<file path="src/rtl/gnr_pkg.sv">
// Package: gnr_pkg
// Shared definitions for the Boolean gene-network attractor finder and its node cells.
// Provides the sequencer state encoding and the default network/counter dimensions.
package gnr_pkg;

  // Default dimensions shared by the node cells and the top level.
  localparam int unsigned NNodesDefault   = 16;
  localparam int unsigned CntWDefault     = 16;
  localparam int unsigned MaxStepsDefault = 4096;

  // Sequencer states. Each search or period step takes one STEP cycle followed by one CHK cycle.
  typedef enum logic [2:0] {
    IDLE,
    LOAD,
    S_STEP,
    S_CHK,
    P_STEP,
    P_CHK,
    DONE
  } gnr_state_e;

endpackage

</file>
<file path="src/rtl/gnr_attractor_finder.sv">
// Module: gnr_attractor_finder
// Sequences a network of per-node state cells through Floyd cycle detection. Each cell holds
// a tortoise copy (s0, advances on every other start_s0 pulse) and a hare copy (s1, advances on
// every start_s1 pulse). After loading init_vec the cells are stepped until s0_vec == s1_vec on
// an even step; the tortoise is then frozen and the hare stepped alone to measure the period.
//
// Ports:
//   clk, rst        single clock, synchronous active-high reset
//   start           1-cycle request, sampled only while idle
//   init_vec        initial network state, latched on accepted start
//   s0_vec, s1_vec  registered tortoise / hare outputs of all nodes
//   reset_nos       load init_state into all nodes and re-arm the tortoise pass bit
//   init_state      latched init_vec driven to all nodes
//   start_s0/_s1    tortoise / hare step enables, broadcast to all nodes
//   busy            high in every state except idle
//   done            1-cycle completion pulse; result ports valid from this cycle
//   timeout         sticky abort flag, cleared by the next accepted start
//   steps           hare steps taken when tortoise met hare
//   period          attractor cycle length, 0 on timeout
//   attractor       s0_vec captured at the meet point
module gnr_attractor_finder
  import gnr_pkg::*;
#(
  parameter int unsigned N_NODES   = NNodesDefault,
  parameter int unsigned CNT_W     = CntWDefault,
  parameter int unsigned MAX_STEPS = MaxStepsDefault
) (
  input  logic               clk,
  input  logic               rst,
  input  logic               start,
  input  logic [N_NODES-1:0] init_vec,
  input  logic [N_NODES-1:0] s0_vec,
  input  logic [N_NODES-1:0] s1_vec,
  output logic               reset_nos,
  output logic [N_NODES-1:0] init_state,
  output logic               start_s0,
  output logic               start_s1,
  output logic               busy,
  output logic               done,
  output logic               timeout,
  output logic [CNT_W-1:0]   steps,
  output logic [CNT_W-1:0]   period,
  output logic [N_NODES-1:0] attractor
);

  localparam logic [CNT_W-1:0] MaxCnt = CNT_W'(MAX_STEPS);
  localparam logic [CNT_W-1:0] TwoCnt = CNT_W'(2);
  localparam logic [CNT_W-1:0] OneCnt = CNT_W'(1);

  gnr_state_e         state_q, state_d;
  logic [N_NODES-1:0] init_q, init_d;
  logic [N_NODES-1:0] attractor_q, attractor_d;
  logic [CNT_W-1:0]   steps_q, steps_d;
  logic [CNT_W-1:0]   period_q, period_d;
  logic               timeout_q, timeout_d;

  logic               vec_equal;
  logic               hare_home;
  logic               even_meet;

  assign vec_equal = (s0_vec == s1_vec);
  assign hare_home = (s1_vec == attractor_q);
  // Step 1 always looks like a meet (both copies took exactly one step), so only even
  // step counts of at least 2 qualify.
  assign even_meet = vec_equal && !steps_q[0] && (steps_q >= TwoCnt);

  always_ff @(posedge clk) begin
    if (rst) begin
      state_q     <= IDLE;
      init_q      <= '0;
      attractor_q <= '0;
      steps_q     <= '0;
      period_q    <= '0;
      timeout_q   <= 1'b0;
    end else begin
      state_q     <= state_d;
      init_q      <= init_d;
      attractor_q <= attractor_d;
      steps_q     <= steps_d;
      period_q    <= period_d;
      timeout_q   <= timeout_d;
    end
  end

  always_comb begin
    state_d     = state_q;
    init_d      = init_q;
    attractor_d = attractor_q;
    steps_d     = steps_q;
    period_d    = period_q;
    timeout_d   = timeout_q;
    reset_nos   = 1'b0;
    start_s0    = 1'b0;
    start_s1    = 1'b0;
    done        = 1'b0;

    case (state_q)
      IDLE: begin
        if (start) begin
          init_d    = init_vec;
          steps_d   = '0;
          period_d  = '0;
          timeout_d = 1'b0;
          state_d   = LOAD;
        end
      end
      LOAD: begin
        reset_nos = 1'b1;
        state_d   = S_STEP;
      end
      S_STEP: begin
        start_s0 = 1'b1;
        start_s1 = 1'b1;
        steps_d  = steps_q + OneCnt;
        state_d  = S_CHK;
      end
      S_CHK: begin
        if (even_meet) begin
          attractor_d = s0_vec;
          state_d     = P_STEP;
        end else if (steps_q == MaxCnt) begin
          timeout_d = 1'b1;
          state_d   = DONE;
        end else begin
          state_d = S_STEP;
        end
      end
      P_STEP: begin
        // Tortoise stays frozen on the attractor while the hare walks the cycle.
        start_s1 = 1'b1;
        period_d = period_q + OneCnt;
        state_d  = P_CHK;
      end
      P_CHK: begin
        if (hare_home) begin
          state_d = DONE;
        end else if (period_q == MaxCnt) begin
          timeout_d = 1'b1;
          period_d  = '0;
          state_d   = DONE;
        end else begin
          state_d = P_STEP;
        end
      end
      DONE: begin
        done    = 1'b1;
        state_d = IDLE;
      end
      default: begin
        state_d = IDLE;
      end
    endcase
  end

  assign busy       = (state_q != IDLE);
  assign init_state = init_q;
  assign timeout    = timeout_q;
  assign steps      = steps_q;
  assign period     = period_q;
  assign attractor  = attractor_q;

endmodule

</file>
<file path="config.mk">
export PLATFORM = sky130hd
export DESIGN_NAME = gnr_attractor_finder
export DESIGN_NICKNAME = d
export VERILOG_FILES = /design/src/rtl/gnr_pkg.sv /design/src/rtl/gnr_attractor_finder.sv
export SDC_FILE = /design/constraint.sdc
export NUM_CORES = 1
export LEC_CHECK = 0
export CORE_ASPECT_RATIO = 0.5
export CORE_MARGIN = 2
export CORE_UTILIZATION = 46
export DETAILED_ROUTE_END_ITERATION = 8
export GPL_TIMING_DRIVEN = 1
export PLACE_DENSITY = 0.81
export SYNTH_ARGS = -nofsm -noshare
export SYNTH_HDL_FRONTEND = slang
export SYNTH_SLANG_ARGS = --single-unit
export TNS_END_PERCENT = 1
</file>
<file path="constraint.sdc">
create_clock -name clk -period 2.33 [get_ports clk]
set_input_delay 0.466 -clock clk [delete_from_list [all_inputs] [get_ports clk]]
set_output_delay 0.466 -clock clk [all_outputs]
set_load 0.02 [all_outputs]
</file>
==> results.cfg, run 1 <==
[cells_and_area]
diodes = 0
finalNonFillerCells = 667
area_delta_synth_final_pct = 47.42
nFillCells = 607
drive_gt1_share_pct = 8.231
final_cell_area_um2 = 5216
layout.nets = 622
utilization_pct = 70.71

[cts]
htreeDepth = 3
ctsHoldBuffers = 0
cts_tree = done
ctsRootBufferMaster = clkbuf_16
cts.reportedPaths.clkPinSlew_ns = 0.06
numCtsBuffers = 9
clk_latency_ns = 0.34
clockBufferDepth = 2
clock_sinks = 68
post_cts_buffers = 0

[pwr]
power.share.clock_pct = 47.3
powerDensity_nw_per_um2 = 596.0
seq_power_share_pct = 39.0
finalPower_mw = 3.109
ir_worst_vdd_uv = 450.0
p_leak_nw = 1.855
combPwrFrac_pct = 13.6
p_int_mw = 2.337
switchingPower_uw = 771.6
swShare_pct = 24.82

[global_route]
grt_max_degree = 37
grt.overflow.total = 0
antenna_found_initial = 0
grt_usage_pct = 25.16
grt_pass1_vias = 3520
grt_pass1_wl_mm = 16.84

[setup_path]
rr_startpoint = steps[0]
reg2reg_depth = 7
cpPeakStageDelay_ns = 0.63
crit_slowest_cell = clkdlybuf4s50_1
end_kind = primary output
path_cells = inv_2, nor3_1, clkdlybuf4s50_1
r2r_setup_slack_ns = 0.34
critPathMaxFanout = 8
cp-start-kind = register
arrival_ns = 1.77
r2r_end = state_q[1]
critPathKind = register to primary output
required_ns = 1.86

[synthesis]
synth_largest_area_cell = dfxtp_1
synthCells = 445
ys_ff_latch = 68
synth.most_common_cell = dfxtp_1
synth.distinct_cells = 51
yosysTopAreaCellShare_pct = 38.47
synth_edf_count = 0
yosysSeqAreaShare_pct = 38.47
synthesis.area_um2 = 3538
synth_nets = 501
yosys_warnings = 0
avgSynthCellArea_um2 = 7.951
async_flop_share_pct = 0
yosys-top-cells-area = dfxtp_1, a21oi_1, xor2_1, nand2_1, o21ai_0
ys.flop_type = dfxtp_1
synth_common_cells = dfxtp_1, nand2_1, a21oi_1

[drt]
remaining_drc_errors = 0
wl_mm = 10.45
vias_per_cell = 5.634
ant_nets = 0
wl_per_cell_um = 15.67
drt-initial-drc-count = 231
vias = 3758
dr.pass1.iters = 7

[timing]
finalSetupViolCount = 0
worstMarginPinSlew_ns = 0.5291
setup_tns_ns = 0
setup_ws_ns = 0.09332
slew_headroom_pct = 64.73
fmax_mhz = 447.1
holdWs_ns = 0.4523
fin_crit_ns = 2.237
drv_slew = 0
clock_skew_ns = 0.006213
fin_crit_sh_pct = 95.99
hold_viol_final = 0
rsz0062_at_grt = no

[placement]
hpwl_mm = 7.305
gp_congestion = 0.8557
post-place-ws_ns = -0.1144
portBuffers = 120
post_dp_cell_area_um2 = 4887
dp.cells = 651

[min_path]
holdPathEnd = init_state[7]
hp-class = register to register
holdPathStages = 2
hold_start = init_state[7]

[floorplanning]
die-width_um = 128.0
start_util_pct = 47.96
ios = 121
dieArea_um2 = 8452
placement_rows = 22
die_y_um = 66.02
core_um2 = 7377

[job]
drv_cap = 0

[status]
outcome = complete, no violations
## layer usage
| layer | vias to the layer above | part of all wire (%) | GRT usage (%) |
|---|---|---|---|
| li1 | 1866 | - | - |
| met1 | 1775 | 45 | 31.15 |
| met2 | 100 | 48 | 41.91 |
| met3 | 17 | 5.5 | 7.848 |
| met4 | 0 | 1.4 | 8.791 |
| met5 | - | 0 | 0 |
## critical path: cells and delay by family (launching register included)
kind | cells | cell delay [ns]
flip-flops | 1 | 0.48
buffers and inverters | 2 | 0.76
AND/OR/NAND/NOR | 1 | 0.21
## repair_timing
| item | in CTS | in global routing |
|---|---|---|
| gates resized for setup | 0 | 2 |
| hold endpoints to repair | 0 | 0 |
| endpoints found under the setup margin | 0 | 1 |
## layout by cell type (no fill, tap or decap), drive strengths merged, types with 5 or more instances in the layout
cell type,count
a21oi,53
a311oi,9
and3,10
buf,20
clkbuf,9
clkdlybuf4s50,118
clkinv,5
dfxtp,68
ha,5
inv,9
nand2,54
nand2b,5
nand3,15
nand4,23
nor2,29
nor3,7
nor4,11
o21ai,29
or3,8
xor2,28
## registers in the layout, indices dropped and copies added (netlist names)
name,cells
attractor,16
init_state,16
period,16
state_q,3
steps,16
timeout,1
## area by class of cell
cell class / instances / area, µm² / area share, %
well taps: 96 / 120.1 / 2.303
multi-input cells: 339 / 2016 / 38.64
inverters: 9 / 38.79 / 0.7436
flip-flops and latches: 68 / 1363 / 26.12
clock buffers: 9 / 225.2 / 4.318
repair buffers: 139 / 1354 / 25.95
clock inverters: 7 / 100.1 / 1.919
## worst max path at each step
stage / startpoint / to / slack (ns)
4_1_cts: state_q[1] / start_s0 / 0.02
3_5_place_dp: s1_vec[12] / period[13] / -0.11
2_1_floorplan: steps[0] / attractor[11] / 0.37
5_1_grt: state_q[0] / reset_nos / 0.002
3_3_place_gp: s1_vec[0] / state_q[2] / -0.07
6_report: state_q[0] / reset_nos / 0.09
## cell families after synthesis
group                    share of synthesized area (%)
flip-flops                                       38.47
multiplexers                                    0.6364
buffers and inverters                            4.561
adder cells (fa/ha/maj)                          1.768
AND/OR/NAND/NOR                                  26.38
XOR/XNOR                                         7.921
AO/OA/AOI/OAI                                    20.26
## power by group through the flow
stage / Clock [mW] / Combinational (mW) / Sequential [mW]
finish: 1.47 / 0.424 / 1.21
global placement: 0 / 0.417 / 1.24
CTS: 1.49 / 0.425 / 1.21
global route: 1.54 / 0.458 / 1.22
detailed placement: 0 / 0.421 / 1.24
floorplan: 0 / 0.182 / 1.26
Power figures use the tool's default switching activity.
==> run 2: changes to the inputs <==
--- a/config.mk
+++ b/config.mk
@@ -5,11 +5,12 @@
 export SDC_FILE = /design/constraint.sdc
 export NUM_CORES = 1
 export LEC_CHECK = 0
-export CORE_ASPECT_RATIO = 0.5
+export CORE_ASPECT_RATIO = 1.4
 export CORE_MARGIN = 2
 export CORE_UTILIZATION = 46
 export DETAILED_ROUTE_END_ITERATION = 8
 export GPL_TIMING_DRIVEN = 1
+export MAX_ROUTING_LAYER = met4
 export PLACE_DENSITY = 0.81
 export SYNTH_ARGS = -nofsm -noshare
 export SYNTH_HDL_FRONTEND = slang
==> results.cfg, run 2 (synthesized netlist as in run 1, its figures left out) <==
[floorplanning]
start_util_pct = 47.77
ios = 121
die-width_um = 78.13
dieArea_um2 = 8420
die_y_um = 107.8
core_um2 = 7407
placement_rows = 37

[cts]
htreeDepth = 3
ctsRootBufferMaster = clkbuf_8
clock_sinks = 68
clk_latency_ns = 0.36
clockBufferDepth = 2
cts_tree = done
cts.reportedPaths.clkPinSlew_ns = 0.07
numCtsBuffers = 9

[setup_path]
arrival_ns = 1.77
cp-start-kind = register
critPathMaxFanout = 8
critPathKind = register to primary output
crit_start = state_q[1]
required_ns = 1.86
rr_startpoint = steps[0]
end_kind = primary output

[job]
drv_cap = 0

[placement]
dp.cells = 655
gp_congestion = 0.9408
portBuffers = 120
hpwl_mm = 7.923
post_dp_cell_area_um2 = 4923

[cells_and_area]
final_cell_mix = clkdlybuf4s50_1, dfxtp_1, nand2_1, a21oi_1
final_common_cell = clkdlybuf4s50_1
utilization_pct = 69.85
layout.nets = 625
finalNonFillerCells = 671
diodes = 0
area_delta_synth_final_pct = 46.22
final_cell_area_um2 = 5174
drive_gt1_share_pct = 8.885

[timing]
fin_crit_ns = 2.240
fmax_mhz = 446.5
drv_slew = 0
worstMarginPinSlew_ns = 0.6340
hold_viol_final = 0
clock_skew_ns = 0.01078
finalSetupViolCount = 0
fin_crit_sh_pct = 96.13
setup_tns_ns = 0
slew_headroom_pct = 57.74
rsz0062_at_grt = no

[pwr]
p_leak_nw = 1.821
ir_worst_vdd_uv = 465.6
powerDensity_nw_per_um2 = 551.3
finalPower_mw = 2.852

[global_route]
grt.overflow.total = 0
grt_usage_pct = 26.88
grt_pass1_vias = 3708
grt_pass1_wl_mm = 17.61
antenna_found_initial = 0
grt_max_degree = 25

[drt]
drt-initial-drc-count = 195
ant_nets = 0
vias = 3872
wl_per_cell_um = 16.07
wl_mm = 10.78
remaining_drc_errors = 0
vias_per_cell = 5.770
dr.pass1.iters = 4

[min_path]
hold_start = init_state[4]
hp-class = register to register

[status]
outcome = complete, no violations
==> run 2: cell count changes in the layout (fill, tap and decap cells not counted), moves of 2 or more <==
| cell | previous run | this run |
|---|---|---|
| clkbuf_16 | 9 | 0 |
| clkbuf_8 | 0 | 10 |
| clkinv_4 | 4 | 2 |
| buf_4 | 18 | 20 |
==> run 2: critical path, stage by stage (launching register included) <==
cell             delay (ns)
dfxtp_1                0.38
nand2b_1               0.22
a21oi_1                0.20
clkdlybuf4s50_1        0.63
==> run 2: cell type report <==
cell class	count	area, µm²
inverters	9	38.79
well taps	97	121.4
repair buffers	142	1385
clock inverters	6	111.4
flip-flops and latches	68	1364
multi-input cells	339	2016
clock buffers	10	137.6
fillers	620	2233
==> run 2: repair_timing <==
action,in CTS,in global routing
setup endpoints to repair,1,1
resized for setup,2,1
hold buffers,0,0
endpoints found under the hold margin,0,0
setup buffers,0,0
==> run 2: path summary, 6_finish.rpt <==
check,cells past startpoint,slack (ns),end
max,3,0.09,start_s1
min,2,0.46,init_state[4]
max reg2reg,7,0.34,state_q[1]
min reg2reg,2,0.46,init_state[4]
==> run 2: per-layer routing <==
| metal | track usage (%) | routed length [µm] | vias up |
|---|---|---|---|
| met2 | 45.50 | 5571 | 138 |
| met3 | 4.195 | 566 | 20 |
| met1 | 31.45 | 4351 | 1852 |
| met4 | 11.90 | 291 | 0 |
| met5 | - | 0 | - |
| li1 | - | - | 1862 |
==> run 2: power by group <==
group / leakage [nW] / switching (mW) / internal (mW)
clock network: 0.122 / 0.469 / 0.740
logic: 1.15 / 0.225 / 0.207
registers: 0.551 / 0.0227 / 1.19
==> run 2: metrics by stage <==
stage	setup WS, ns	hold WS, ns
5_1_grt	0.008232	0.4803
6_report	0.09027	0.4576
3_3_place_gp	-0.1144	0.4403
3_5_place_dp	-0.1648	0.4500
2_1_floorplan	0.3701	0.5334
4_1_cts	0.0008884	0.4595
==> run 3: changes to the inputs <==
--- a/config.mk
+++ b/config.mk
@@ -7,11 +7,12 @@
 export LEC_CHECK = 0
 export CORE_ASPECT_RATIO = 1.4
 export CORE_MARGIN = 2
-export CORE_UTILIZATION = 46
+export CORE_UTILIZATION = 47
+export CTS_BUF_LIST = sky130_fd_sc_hd__clkbuf_2 sky130_fd_sc_hd__clkbuf_4 sky130_fd_sc_hd__clkbuf_8
 export DETAILED_ROUTE_END_ITERATION = 8
 export GPL_TIMING_DRIVEN = 1
 export MAX_ROUTING_LAYER = met4
-export PLACE_DENSITY = 0.81
+export PLACE_DENSITY = 0.82
 export SYNTH_ARGS = -nofsm -noshare
 export SYNTH_HDL_FRONTEND = slang
 export SYNTH_SLANG_ARGS = --single-unit
==> results.cfg, run 3 (synthesized netlist as in run 1, its figures left out) <==
[cts]
htreeDepth = 3
clk_latency_ns = 0.33
clock_sinks = 68
post_cts_buffers = 0
ctsRootBufferMaster = clkbuf_8
numCtsBuffers = 9
cts_tree = done
cts.reportedPaths.clkPinSlew_ns = 0.07
clockBufferDepth = 2

[placement]
post_dp_cell_area_um2 = 4916
hpwl_mm = 7.744
portBuffers = 120
gp_congestion = 0.8736
post-place-ws_ns = -0.1849
dp.cells = 654

[timing]
hold_viol_final = 0
drv_slew = 0
fmax_mhz = 448.8
slew_headroom_pct = 58.53
fin_crit_sh_pct = 95.62
setup_ws_ns = 0.1021
clock_skew_ns = 0.006864
rsz0062_at_grt = no
fin_crit_ns = 2.228
setup_tns_ns = 0
worstMarginPinSlew_ns = 0.6220
finalSetupViolCount = 0

[cells_and_area]
area_delta_synth_final_pct = 44.66
final_cell_mix = clkdlybuf4s50_1, dfxtp_1, nand2_1, a21oi_1
layout.nets = 624
final_cell_area_um2 = 5119
drive_gt1_share_pct = 8.566
diodes = 0
final_common_cell = clkdlybuf4s50_1
finalNonFillerCells = 669

[global_route]
antenna_found_initial = 0
grt_pass1_wl_mm = 17.47
grt.overflow.total = 0
grt_max_degree = 29
grt_usage_pct = 26.84
grt_pass1_vias = 3665

[drt]
dr.pass1.iters = 5
wl_per_cell_um = 15.74
remaining_drc_errors = 0
drt-initial-drc-count = 268
ant_nets = 0
wl_mm = 10.53
vias = 3857
vias_per_cell = 5.765

[min_path]
holdPathStages = 2
hp-class = primary input to register

[setup_path]
required_ns = 1.86
crit_slowest_cell = clkdlybuf4s50_1
cp-start-kind = register
cpPeakStageDelay_ns = 0.57
end_kind = primary output
arrival_ns = 1.76
critPathKind = register to primary output
reg2reg_depth = 7
path_cells = or3_1, clkdlybuf4s50_1
critPathMaxFanout = 8

[floorplanning]
dieArea_um2 = 8248
die_y_um = 106.7
core_um2 = 7315
ios = 121
placement_rows = 37
start_util_pct = 48.37
die-width_um = 77.33

[pwr]
finalPower_mw = 2.618
powerDensity_nw_per_um2 = 511.4
p_leak_nw = 1.825
ir_worst_vdd_uv = 394.5

[status]
outcome = complete, no violations

[job]
drv_cap = 0
[run 3: changes by cell type in the layout (fill, tap and decap cells not counted)]
cell             previous run  this run
clkdlybuf4s50_1           118       117
bufinv_16                   3         1
clkinv_4                    2         1
clkbuf_4                    0         3
clkinvlp_4                  1         0
buf_4                      20        19
dlymetal6s2s_1              0         2
dlygate4sd2_1               1         0
[run 3: power breakdown]
part / switching [mW] / total (mW) / internal (mW) / leakage, nW
Sequential: 0.0232 / 1.21 / 1.19 / 0.551
Combinational: 0.225 / 0.433 / 0.208 / 1.17
Clock: 0.419 / 0.972 / 0.553 / 0.104
Total: 0.668 / 2.62 / 1.95 / 1.83
[run 3: what timing repair did]
| item | CTS | global route |
|---|---|---|
| pin swaps | 0 | 0 |
| hold buffers | 0 | 0 |
| hold endpoints to repair | 0 | 0 |
| setup endpoints to repair | 1 | 3 |
| gates resized for setup | 1 | 3 |
[run 3: path summary, 6_finish.rpt]
kind / startpoint / slack, ns / endpoint
worst max-delay path: state_q[0] / 0.10 / busy
worst max register to register: steps[0] / 0.32 / state_q[1]
worst min-delay path: rst / 0.44 / steps[0]
worst min register to register: init_state[7] / 0.45 / init_state[7]
[run 3: area by class of cell]
type / instances / area, µm²
Multi-Input combinational cell: 339 / 2016
Inverter: 9 / 38.79
Clock inverter: 2 / 35.03
Sequential cell: 68 / 1364
Tap cell: 97 / 121.4
Fill cell: 622 / 2196
Clock buffer: 13 / 160.2
Timing Repair Buffer: 141 / 1384
[run 3: critical path, delay by kind of cell, from the launching register on]
family / cells / cell delay (ns)
buf+inv: 1 / 0.57
simple gates: 1 / 0.48
flops: 1 / 0.39
[run 3: metrics by stage]
| stage | hold WS (ns) | util [%] |
|---|---|---|
| global placement | 0.4398 | 67.21 |
| CTS | 0.4263 | 69.89 |
| global route | 0.4574 | 69.98 |
| floorplan | 0.5334 | - |
| finish | 0.4447 | 69.98 |
| detailed placement | 0.4462 | 67.21 |
[run 3: routing by layer]
metal	vias to the layer above	track usage, %	part of all wire, %
li1	1865	-	-
met1	1815	31.67	40
met2	154	46.02	52
met3	23	3.620	5.2
met4	0	11.10	2.5
met5	-	-	0
